--- src/rtl/memory_stage_pkg.sv ---
// rtl/memory_stage_pkg.sv - shared types and constants for the memory pipeline stage
package memory_stage_pkg;

    typedef enum logic {ST_IDLE, ST_ACCESS} state_t;

    typedef enum logic [1:0] {SIZE_BYTE, SIZE_HALF, SIZE_WORD} size_t;

    localparam logic [3:0] BE_NONE    = 4'b0000;
    localparam logic [3:0] BE_BYTE0   = 4'b1000;
    localparam logic [3:0] BE_HALF_HI = 4'b1100;
    localparam logic [3:0] BE_HALF_LO = 4'b0011;
    localparam logic [3:0] BE_WORD    = 4'b1111;

    function automatic logic is_misaligned(input size_t size, input logic [1:0] lo);
        case (size)
            SIZE_HALF: is_misaligned = lo[0];
            SIZE_WORD: is_misaligned = |lo;
            default:   is_misaligned = 1'b0;
        endcase
    endfunction

endpackage

--- src/rtl/memory_stage_align.sv ---
// rtl/memory_stage_align.sv - big-endian store lane replication and load lane select/extend
module mem_align
    import memory_stage_pkg::*;
(
    input  size_t       size,
    input  logic [1:0]  addr_lo,
    input  logic        is_unsigned,
    input  logic [31:0] store_data,
    input  logic [31:0] rdata,
    output logic [31:0] wdata,
    output logic [3:0]  be,
    output logic [31:0] load_data
);

    logic [7:0]  lane_b;
    logic [15:0] lane_h;

    // addr_lo == 0 selects the most significant byte
    always_comb begin
        case (addr_lo)
            2'd0:    lane_b = rdata[31:24];
            2'd1:    lane_b = rdata[23:16];
            2'd2:    lane_b = rdata[15:8];
            default: lane_b = rdata[7:0];
        endcase
    end

    assign lane_h = addr_lo[1] ? rdata[15:0] : rdata[31:16];

    always_comb begin
        wdata     = store_data;
        be        = BE_WORD;
        load_data = rdata;
        case (size)
            SIZE_BYTE: begin
                wdata     = {4{store_data[7:0]}};
                be        = BE_BYTE0 >> addr_lo;
                load_data = is_unsigned ? {24'b0, lane_b} : {{24{lane_b[7]}}, lane_b};
            end
            SIZE_HALF: begin
                wdata     = {2{store_data[15:0]}};
                be        = addr_lo[1] ? BE_HALF_LO : BE_HALF_HI;
                load_data = is_unsigned ? {16'b0, lane_h} : {{16{lane_h[15]}}, lane_h};
            end
            default: ;
        endcase
    end

endmodule

--- src/rtl/memory_stage.sv ---
// rtl/memory_stage.sv - pipeline M stage: data-memory access, stall generation, writeback register
module memory_stage
    import memory_stage_pkg::*;
#(
    parameter int ADDR_W = 32
) (
    input  logic              clock,
    input  logic              reset_n,
    input  logic              ex_valid,
    input  logic [31:0]       ex_aluOut,
    input  logic [31:0]       ex_rBOut,
    input  logic              ex_dmwe,
    input  logic              ex_rwd,
    input  logic              ex_rwe,
    input  logic [4:0]        ex_rd,
    input  logic              ex_dm_byte,
    input  logic              ex_dm_half,
    input  logic              ex_unsigned,
    output logic              dm_req,
    output logic              dm_we,
    output logic [ADDR_W-1:0] dm_addr,
    output logic [31:0]       dm_wdata,
    output logic [3:0]        dm_be,
    input  logic              dm_ack,
    input  logic [31:0]       dm_rdata,
    output logic              mem_stall,
    output logic [31:0]       mx_bypass,
    output logic [4:0]        mx_rd,
    output logic              mx_rwe,
    output logic              mx_is_load,
    output logic              mem_misaligned,
    output logic              wb_valid,
    output logic [31:0]       wb_data,
    output logic [4:0]        wb_rd,
    output logic              wb_rwe
);

    state_t      state;
    logic        m_valid, m_dmwe, m_rwd, m_rwe, m_unsigned;
    logic [31:0] m_alu, m_rb;
    logic [4:0]  m_rd;
    size_t       m_size;

    size_t       ex_size;
    logic        ex_mem, ex_bad, in_access;
    logic [31:0] st_wdata, ld_data;
    logic [3:0]  st_be;

    assign ex_size   = ex_dm_byte ? SIZE_BYTE : (ex_dm_half ? SIZE_HALF : SIZE_WORD);
    assign ex_mem    = ex_valid && (ex_dmwe || ex_rwd);
    assign ex_bad    = is_misaligned(ex_size, ex_aluOut[1:0]);
    assign in_access = (state == ST_ACCESS);
    assign mem_stall = in_access && !dm_ack;

    always_ff @(posedge clock or negedge reset_n) begin
        if (!reset_n) begin
            m_valid    <= 1'b0;
            m_alu      <= '0;
            m_rb       <= '0;
            m_dmwe     <= 1'b0;
            m_rwd      <= 1'b0;
            m_rwe      <= 1'b0;
            m_rd       <= '0;
            m_size     <= SIZE_WORD;
            m_unsigned <= 1'b0;
        end else if (!mem_stall) begin
            m_valid    <= ex_valid;
            m_alu      <= ex_aluOut;
            m_rb       <= ex_rBOut;
            m_dmwe     <= ex_dmwe;
            m_rwd      <= ex_rwd;
            m_rwe      <= ex_rwe;
            m_rd       <= ex_rd;
            m_size     <= ex_size;
            m_unsigned <= ex_unsigned;
        end
    end

    // A misaligned op never enters ACCESS; its pulse lasts while it sits in M
    always_ff @(posedge clock or negedge reset_n) begin
        if (!reset_n) begin
            state          <= ST_IDLE;
            mem_misaligned <= 1'b0;
        end else if (!mem_stall) begin
            state          <= (ex_mem && !ex_bad) ? ST_ACCESS : ST_IDLE;
            mem_misaligned <= ex_mem && ex_bad;
        end else begin
            mem_misaligned <= 1'b0;
        end
    end

    // Stalled cycles hand a bubble to writeback so an entry is seen only once
    always_ff @(posedge clock or negedge reset_n) begin
        if (!reset_n) begin
            wb_valid <= 1'b0;
            wb_rwe   <= 1'b0;
            wb_data  <= '0;
            wb_rd    <= '0;
        end else if (mem_stall) begin
            wb_valid <= 1'b0;
            wb_rwe   <= 1'b0;
        end else begin
            wb_valid <= m_valid;
            wb_rwe   <= m_valid && m_rwe && !mem_misaligned;
            wb_rd    <= m_rd;
            wb_data  <= (in_access && m_rwd) ? ld_data : m_alu;
        end
    end

    mem_align u_align (
        .size        (m_size),
        .addr_lo     (m_alu[1:0]),
        .is_unsigned (m_unsigned),
        .store_data  (m_rb),
        .rdata       (dm_rdata),
        .wdata       (st_wdata),
        .be          (st_be),
        .load_data   (ld_data)
    );

    assign dm_req     = in_access;
    assign dm_we      = in_access && m_dmwe;
    assign dm_addr    = {m_alu[ADDR_W-1:2], 2'b00};
    assign dm_wdata   = st_wdata;
    assign dm_be      = in_access ? st_be : BE_NONE;

    assign mx_bypass  = m_alu;
    assign mx_rd      = m_rd;
    assign mx_rwe     = m_valid && m_rwe;
    assign mx_is_load = m_valid && m_rwd;

endmodule

--- config.mk ---
export PLATFORM = sky130hd
export DESIGN_NAME = memory_stage
export DESIGN_NICKNAME = d
export VERILOG_FILES = /design/src/rtl/memory_stage_pkg.sv /design/src/rtl/memory_stage_align.sv /design/src/rtl/memory_stage.sv
export SDC_FILE = /design/constraint.sdc
export NUM_CORES = 1
export LEC_CHECK = 0
export ABC_AREA = 1
export CORE_ASPECT_RATIO = 1.1
export CORE_MARGIN = 4
export CORE_UTILIZATION = 25
export DETAILED_ROUTE_END_ITERATION = 10
export PLACE_DENSITY = 0.51
export SYNTH_ARGS = -nofsm -noshare
export SYNTH_HDL_FRONTEND = slang
export SYNTH_SLANG_ARGS = --single-unit
--- constraint.sdc ---
create_clock -name clock -period 3 [get_ports clock]
set_clock_uncertainty 0.05 [all_clocks]
set_input_delay 0.3 -clock clock [delete_from_list [all_inputs] [get_ports clock]]
set_output_delay 0.3 -clock clock [all_outputs]
set_load 0.05 [all_outputs]
==> results of run 1 <==
## cells in the mapped netlist, types with 5 or more instances
| library cell | instances |
|---|---|
| sky130_fd_sc_hd__nand2_1 | 239 |
| sky130_fd_sc_hd__dfrtp_1 | 116 |
| sky130_fd_sc_hd__o21ai_0 | 90 |
| sky130_fd_sc_hd__inv_1 | 87 |
| sky130_fd_sc_hd__nand3_1 | 43 |
| sky130_fd_sc_hd__nor2_1 | 43 |
| sky130_fd_sc_hd__a21oi_1 | 42 |
| sky130_fd_sc_hd__buf_4 | 41 |
| sky130_fd_sc_hd__clkbuf_1 | 20 |
| sky130_fd_sc_hd__buf_2 | 17 |
| sky130_fd_sc_hd__o221ai_1 | 8 |
| sky130_fd_sc_hd__o22ai_1 | 7 |
| sky130_fd_sc_hd__o211ai_1 | 6 |
| sky130_fd_sc_hd__o21ai_1 | 5 |
## cell usage in the layout, fill, tap and decap left out, types with 4 or more instances in the layout
| master | Yosys | final |
|---|---|---|
| sky130_fd_sc_hd__o221ai_1 | 8 | 8 |
| sky130_fd_sc_hd__dfrtp_1 | 116 | 116 |
| sky130_fd_sc_hd__nand2_1 | 239 | 238 |
| sky130_fd_sc_hd__buf_4 | 41 | 8 |
| sky130_fd_sc_hd__nor2_1 | 43 | 42 |
| sky130_fd_sc_hd__nand3_1 | 43 | 43 |
| sky130_fd_sc_hd__clkbuf_16 | 0 | 17 |
| sky130_fd_sc_hd__o21ai_0 | 90 | 90 |
| sky130_fd_sc_hd__o21ai_1 | 5 | 5 |
| sky130_fd_sc_hd__clkinv_4 | 0 | 4 |
| sky130_fd_sc_hd__o22ai_1 | 7 | 7 |
| sky130_fd_sc_hd__o211ai_1 | 6 | 6 |
| sky130_fd_sc_hd__buf_12 | 0 | 23 |
| sky130_fd_sc_hd__inv_1 | 87 | 87 |
| sky130_fd_sc_hd__clkdlybuf4s50_1 | 0 | 236 |
| sky130_fd_sc_hd__a21oi_1 | 42 | 42 |
| sky130_fd_sc_hd__inv_6 | 0 | 6 |
## sequential cells by signal, summed over array words and instances, names as in the netlist
name / count
wb_data: 32
m_rwd: 1
mx_rd: 5
m_dmwe: 1
mx_bypass: 32
dm_req: 1
m_unsigned: 1
wb_rwe: 1
m_valid: 1
m_rb: 32
m_rwe: 1
m_size: 2
mem_misaligned: 1
wb_rd: 5
wb_valid: 1
## worst paths after layout
kind / start / end / slack, ns
max: m_size[1] / dm_be[1] / 0.21
min: ex_rBOut[18] / m_rb[18] / 0.36
max reg2reg: m_size[1] / wb_data[5] / 0.79
min reg2reg: mem_misaligned / wb_rwe / 0.38
max in group asynchronous: reset_n / wb_data[19] / 1.65
min in group asynchronous: reset_n / m_rb[1] / 0.41
## kinds of logic (layout without fill, tap and decap cells)
kind of cell    count (synthesis)  after routing  synth area share (%)
simple gates                  334            334                  22.6
flops                         117            117                  48.7
buf+inv                       175            393                  14.1
other cells                     1              3                0.0623
compound gates                162            162                  14.6
## worst reg2reg max path: stages (launching register included)
cell                       delay [ns]
sky130_fd_sc_hd__dfstp_2         0.75
sky130_fd_sc_hd__clkinv_1        0.39
sky130_fd_sc_hd__buf_4           0.30
sky130_fd_sc_hd__nand2_1         0.21
sky130_fd_sc_hd__o22ai_1         0.11
sky130_fd_sc_hd__nand2_1         0.07
sky130_fd_sc_hd__nand3_1         0.12
sky130_fd_sc_hd__a21oi_1         0.14
## through the flow
| stage | instance area, um2 | power [mW] | instances | worst slack [ns] |
|---|---|---|---|---|
| 4_1_cts | 9420 | 6.73 | 1313 | 0.0298 |
| 5_1_grt | 9440 | 6.97 | 1314 | 0.0514 |
| 2_1_floorplan | 6020 | 3.53 | 790 | 0.391 |
| 6_report | 9440 | 6.64 | 1314 | 0.213 |
| 3_5_place_dp | 8790 | 4.53 | 1280 | 0.525 |
| 3_3_place_gp | 8790 | 4.53 | 1280 | 0.518 |
## report_power, final
part,internal (mW),leakage (nW),switching (mW)
combinational,0.883,2.76,1.67
clock,1.33,0.296,0.830
sequential,1.79,1.40,0.148
## repair_timing
action / 4_1_cts / 5_1_grt
hold endpoints to repair: 46 / 0
hold buffers: 1 / 0
setup endpoints to repair: 0 / 4
gates resized for setup: 0 / 3
## layer usage
layer / track usage, % / vias to the layer above
met3: 4.63 / 34
li1: - / 2884
met2: 25.7 / 176
met1: 21.7 / 2686
met4: 5.98 / 2
met5: 0 / -
## final cells by class
type,instances,area [um2],share of cell area (%)
sequential,117,2930,31.0
timing repair buffer,269,2900,30.8
clock inverter,15,193,2.04
clock buffer,17,425,4.51
antenna,1,2.50,0.0265
multi-input combinational,498,2250,23.9
tap,305,382,4.04
inverter,92,348,3.69
==> impl_metrics.ini, run 1 <==
[timing]
setup_viol = 0
hold_violations = 0
min_period_ns = 2.79
slew_violations = 0
post-route-period-util_pct = 92.9
final.hold.worst_slack_ns = 0.357
grt_setup_unrepaired = false
maxSlewHeadroom_pct = 49.0
timing.fmax_mhz = 359
setup_total_negative_slack_ns = 0
timing_worst_slew_pin_value_ns = 0.764

[flow_run]
cap_viol_max_count = 0

[floorplanning]
rows = 59
die_w_um = 156
effective_utilization_at_floorplan_pct = 25.4
floorplan.die_area_um2 = 26600
core_area_um2 = 23700
die-height_um = 171
io_pins = 261

[setup_path]
cp_top_family = flip-flops
critical_path_depth = 6
cp.arrival_ns = 2.44
crit_path_max_incr_delay_ns = 0.75
startpoint_type = flip-flop
critical-path-slowest-cell = sky130_fd_sc_hd__dfstp_2
path_max_fanout = 21
required_ns = 2.65
worst-path-buf-inv = 3
timing_worst_setup_path_type = flip-flop to primary output
worstSetupEndpointType = primary output
cp_cell_sequence = buf_6 > nor2_2 > nand2_1 > inv_1 > nor3_1 > buf_12
reg2regPathDepth = 7

[cells_and_area]
n_fill_cell = 2431
utilization_pct = 39.8
area_delta_synth_final_pct = 56.9
post_route_cells_drive_above_1_share_pct = 7.74
finish.net_count = 1106

[drt]
met3_wirelength_um = 1380
drtAntennaViolNets = 0
drc_errors = 0
vias = 5782
detail_route.first_pass.iterations = 5
avgViaCountPerCell = 4.40
met2_wirelength_um = 10300
initialDrtViolationCount = 341
met1Wirelength_um = 9700
wl_per_cell_um = 16.8
total_wire_length_um = 22000
maxUsedRoutingLayer = met5

[global_routing]
vias_in_the_first_global_route = 5794
initial_antenna_violation_count = 2
grt.total_usage_pct = 16.4
overflow = 0
global_route_wire_length_before_repair_um = 33700
maximum_number_of_pins_on_one_net_before_global_route_repair = 56

[placement]
detailed_place_hpwl_um = 16200
routability_congestion_estimate = 0.809
placement.io_buffers = 258

[clock_tree]
cts_root_buf = sky130_fd_sc_hd__clkbuf_16
tritoncts_clock_tree = yes
htree_num_levels = 4
clock_sink_count = 117
cts_setup_buffers = 0
cts_max_path_bufs = 2
insertion_delay_of_the_later_clocked_pin_in_the_worst_skew_pair_ns = 0.42
cts-buffers-inserted = 17
clock_transition_at_the_registers_of_the_reported_paths_ns = 0.06

[power]
leakage_nw = 4.45
vdd_drop_max_v = 0.000346
power_density_nw_per_um2 = 704

[synth]
synth_top_area_share_pct = 48.3
synthesis.instances = 789
synth_enable_flop_cells = 0
synth_largest_area_cell = sky130_fd_sc_hd__dfrtp_1
synthArstFlopShare_pct = 100
yosys_warnings = 0
yosys_register_bits = 117
synth.cell_area_um2 = 6010
count_of_distinct_cell_types_in_the_synthesized_netlist = 29
yosys_most_used_dff = sky130_fd_sc_hd__dfrtp_1
avgSynthCellArea_um2 = 7.62
synth_sequential_area_ratio_pct = 48.7
synth_area_leaders = sky130_fd_sc_hd__dfrtp_1 48%, sky130_fd_sc_hd__nand2_1 15%, sky130_fd_sc_hd__o21ai_0 7.5%

[status]
outcome = complete, no violations

[hold_path]
hold_path_depth = 3
worst_hold_path_type = primary input to flip-flop
Power figures use the tool's default switching activity.
==> run 2, diff against run 1 <==
Settings changed: RECOVER_POWER from default to 100, SKIP_CTS_REPAIR_TIMING from default to 1.
==> run 2 against run 1 <==
Net effect: final cell count unchanged; total power decreased by 3.6%; worst hold slack improved by 0.0067 ns; critical path type unchanged; final area is 2.9% lower; largest power group unchanged; count of clock-buffer cells in the layout unchanged; sequential share of layout area is 0.92 points higher; maximum frequency increased by 0.48%; wire length about the same; non-clock buffer count stayed put.
==> impl_metrics.ini, run 2 (synthesis gave the netlist of run 1 again) <==
[drt]
detail_route.first_pass.iterations = 5
wl_per_cell_um = 16.8
avgViaCountPerCell = 4.41
drtAntennaViolNets = 0
initialDrtViolationCount = 323
vias = 5797
total_wire_length_um = 22000
drc_errors = 0

[setup_path]
timing_worst_setup_path_type = flip-flop to primary output
required_ns = 2.65
reg2reg_setup_slack_ns = 0.40
reg2reg_to = wb_data[3]
cp.arrival_ns = 2.42
path_max_fanout = 21
timing.rr.start = dm_req
startpoint_type = flip-flop
setup.worst_path.end = dm_be[1]
worstSetupEndpointType = primary output
reg2regPathDepth = 7
startpoint = m_size[1]

[timing]
setup_viol = 0
post-route-period-util_pct = 92.5
maxSlewHeadroom_pct = 1.70
min_period_ns = 2.77
timing.fmax_mhz = 361
hold_violations = 0
timing_worst_slew_pin_value_ns = 1.47
slew_violations = 0
grt_setup_unrepaired = false
setup_total_negative_slack_ns = 0

[floorplanning]
die-height_um = 171
core_area_um2 = 23700
floorplan.die_area_um2 = 26600
effective_utilization_at_floorplan_pct = 25.4
die_w_um = 156
rows = 59
io_pins = 261

[placement]
placement.io_buffers = 258
routability_congestion_estimate = 0.809
detailed_place_hpwl_um = 16200
dpl-instance-area_um2 = 8790

[clock_tree]
insertion_delay_of_the_later_clocked_pin_in_the_worst_skew_pair_ns = 0.42
cts_max_path_bufs = 2
clock_sink_count = 117
cts-buffers-inserted = 17
tritoncts_clock_tree = yes
cts_root_buf = sky130_fd_sc_hd__clkbuf_16
htree_num_levels = 4
clock_transition_at_the_registers_of_the_reported_paths_ns = 0.06

[cells_and_area]
utilization_pct = 38.7
post_route_cells_drive_above_1_share_pct = 5.95
area_of_all_placed_cells_without_fillers_um2 = 9160
area_delta_synth_final_pct = 52.3
register_area_um2 = 2930
final_common_cell = sky130_fd_sc_hd__nand2_1
finish.net_count = 1106
multi_input_comb_area_um2 = 2250
layout.cells.most_common_list = 238 x sky130_fd_sc_hd__nand2_1, 128 x sky130_fd_sc_hd__dlygate4sd3_1, 116 x sky130_fd_sc_hd__dfrtp_1
n_fill_cell = 2465

[global_routing]
global_route_wire_length_before_repair_um = 33700
maximum_number_of_pins_on_one_net_before_global_route_repair = 56
grt.total_usage_pct = 16.4
initial_antenna_violation_count = 2
overflow = 0
vias_in_the_first_global_route = 5784

[hold_path]
worst_hold_path_type = primary input to flip-flop

[status]
outcome = complete, no violations

[power]
leakage_nw = 4.45
vdd_drop_max_v = 0.000341
power_density_nw_per_um2 = 699

[flow_run]
cap_viol_max_count = 0
-- run 2: cell types whose count changed in the layout (fill, tap and decap cells not counted), sizes merged --
cell	change
buf	-22
dlygate4sd3	+127
dlymetal6s2s	+4
clkbuf	+18
clkdlybuf4s50	-127
-- run 2: per-layer routing --
metal | global-route usage, % | wire, um | vias up
met2 | 25.6 | 10500 | 180
met3 | 4.63 | 1450 | 26
li1 | - | - | 2891
met5 | 0 | 7 | -
met4 | 5.98 | 485 | 2
met1 | 21.7 | 9610 | 2698
-- run 2: metrics by stage --
stage | hold slack (ns) | std cells | power [mW] | worst slack, ns
6_report | 0.364 | 1314 | 6.40 | 0.226
5_1_grt | 0.346 | 1314 | 6.73 | 0.0399
4_1_cts | -0.121 | 1312 | 6.73 | 0.0298
3_5_place_dp | 0.330 | 1280 | 4.53 | 0.525
3_3_place_gp | 0.327 | 1280 | 4.53 | 0.518
2_1_floorplan | -0.0456 | 790 | 3.53 | 0.391
-- run 2: worst min-delay path by stage --
stage	startpoint	end	slack [ns]	cells after the start
3_3_place_gp	reset_n	m_rb[1]	0.33	1
3_5_place_dp	reset_n	m_rb[1]	0.33	1
2_1_floorplan	reset_n	dm_req	-0.05	0
5_1_grt	ex_rd[2]	mx_rd[2]	0.35	3
4_1_cts	reset_n	m_rb[1]	-0.12	1
6_report	ex_rBOut[18]	m_rb[18]	0.36	3
-- run 2: final cells by class --
cell class                      instances  share of cell area, %
Antenna cell                            1                 0.0273
Clock buffer                           17                   4.64
Clock inverter                         15                   2.10
Inverter                               92                   3.77
Multi-Input combinational cell        498                   24.6
Sequential cell                       117                   32.0
Tap cell                              305                   4.16
Timing Repair Buffer                  269                   28.7
-- run 2: critical path, stage by stage, from the launching register on --
cell	delay, ns
sky130_fd_sc_hd__dfstp_2	0.75
sky130_fd_sc_hd__buf_6	0.28
sky130_fd_sc_hd__nor2_2	0.08
sky130_fd_sc_hd__nand2_1	0.25
sky130_fd_sc_hd__inv_1	0.13
sky130_fd_sc_hd__nor3_1	0.34
sky130_fd_sc_hd__buf_12	0.19
-- run 2: report_power, final --
group | switching (mW) | leakage, nW | total (mW) | internal, mW
Clock | 0.830 | 0.296 | 2.16 | 1.33
Combinational | 1.64 | 2.76 | 2.32 | 0.676
Sequential | 0.137 | 1.40 | 1.93 | 1.79
Total | 2.61 | 4.45 | 6.40 | 3.79
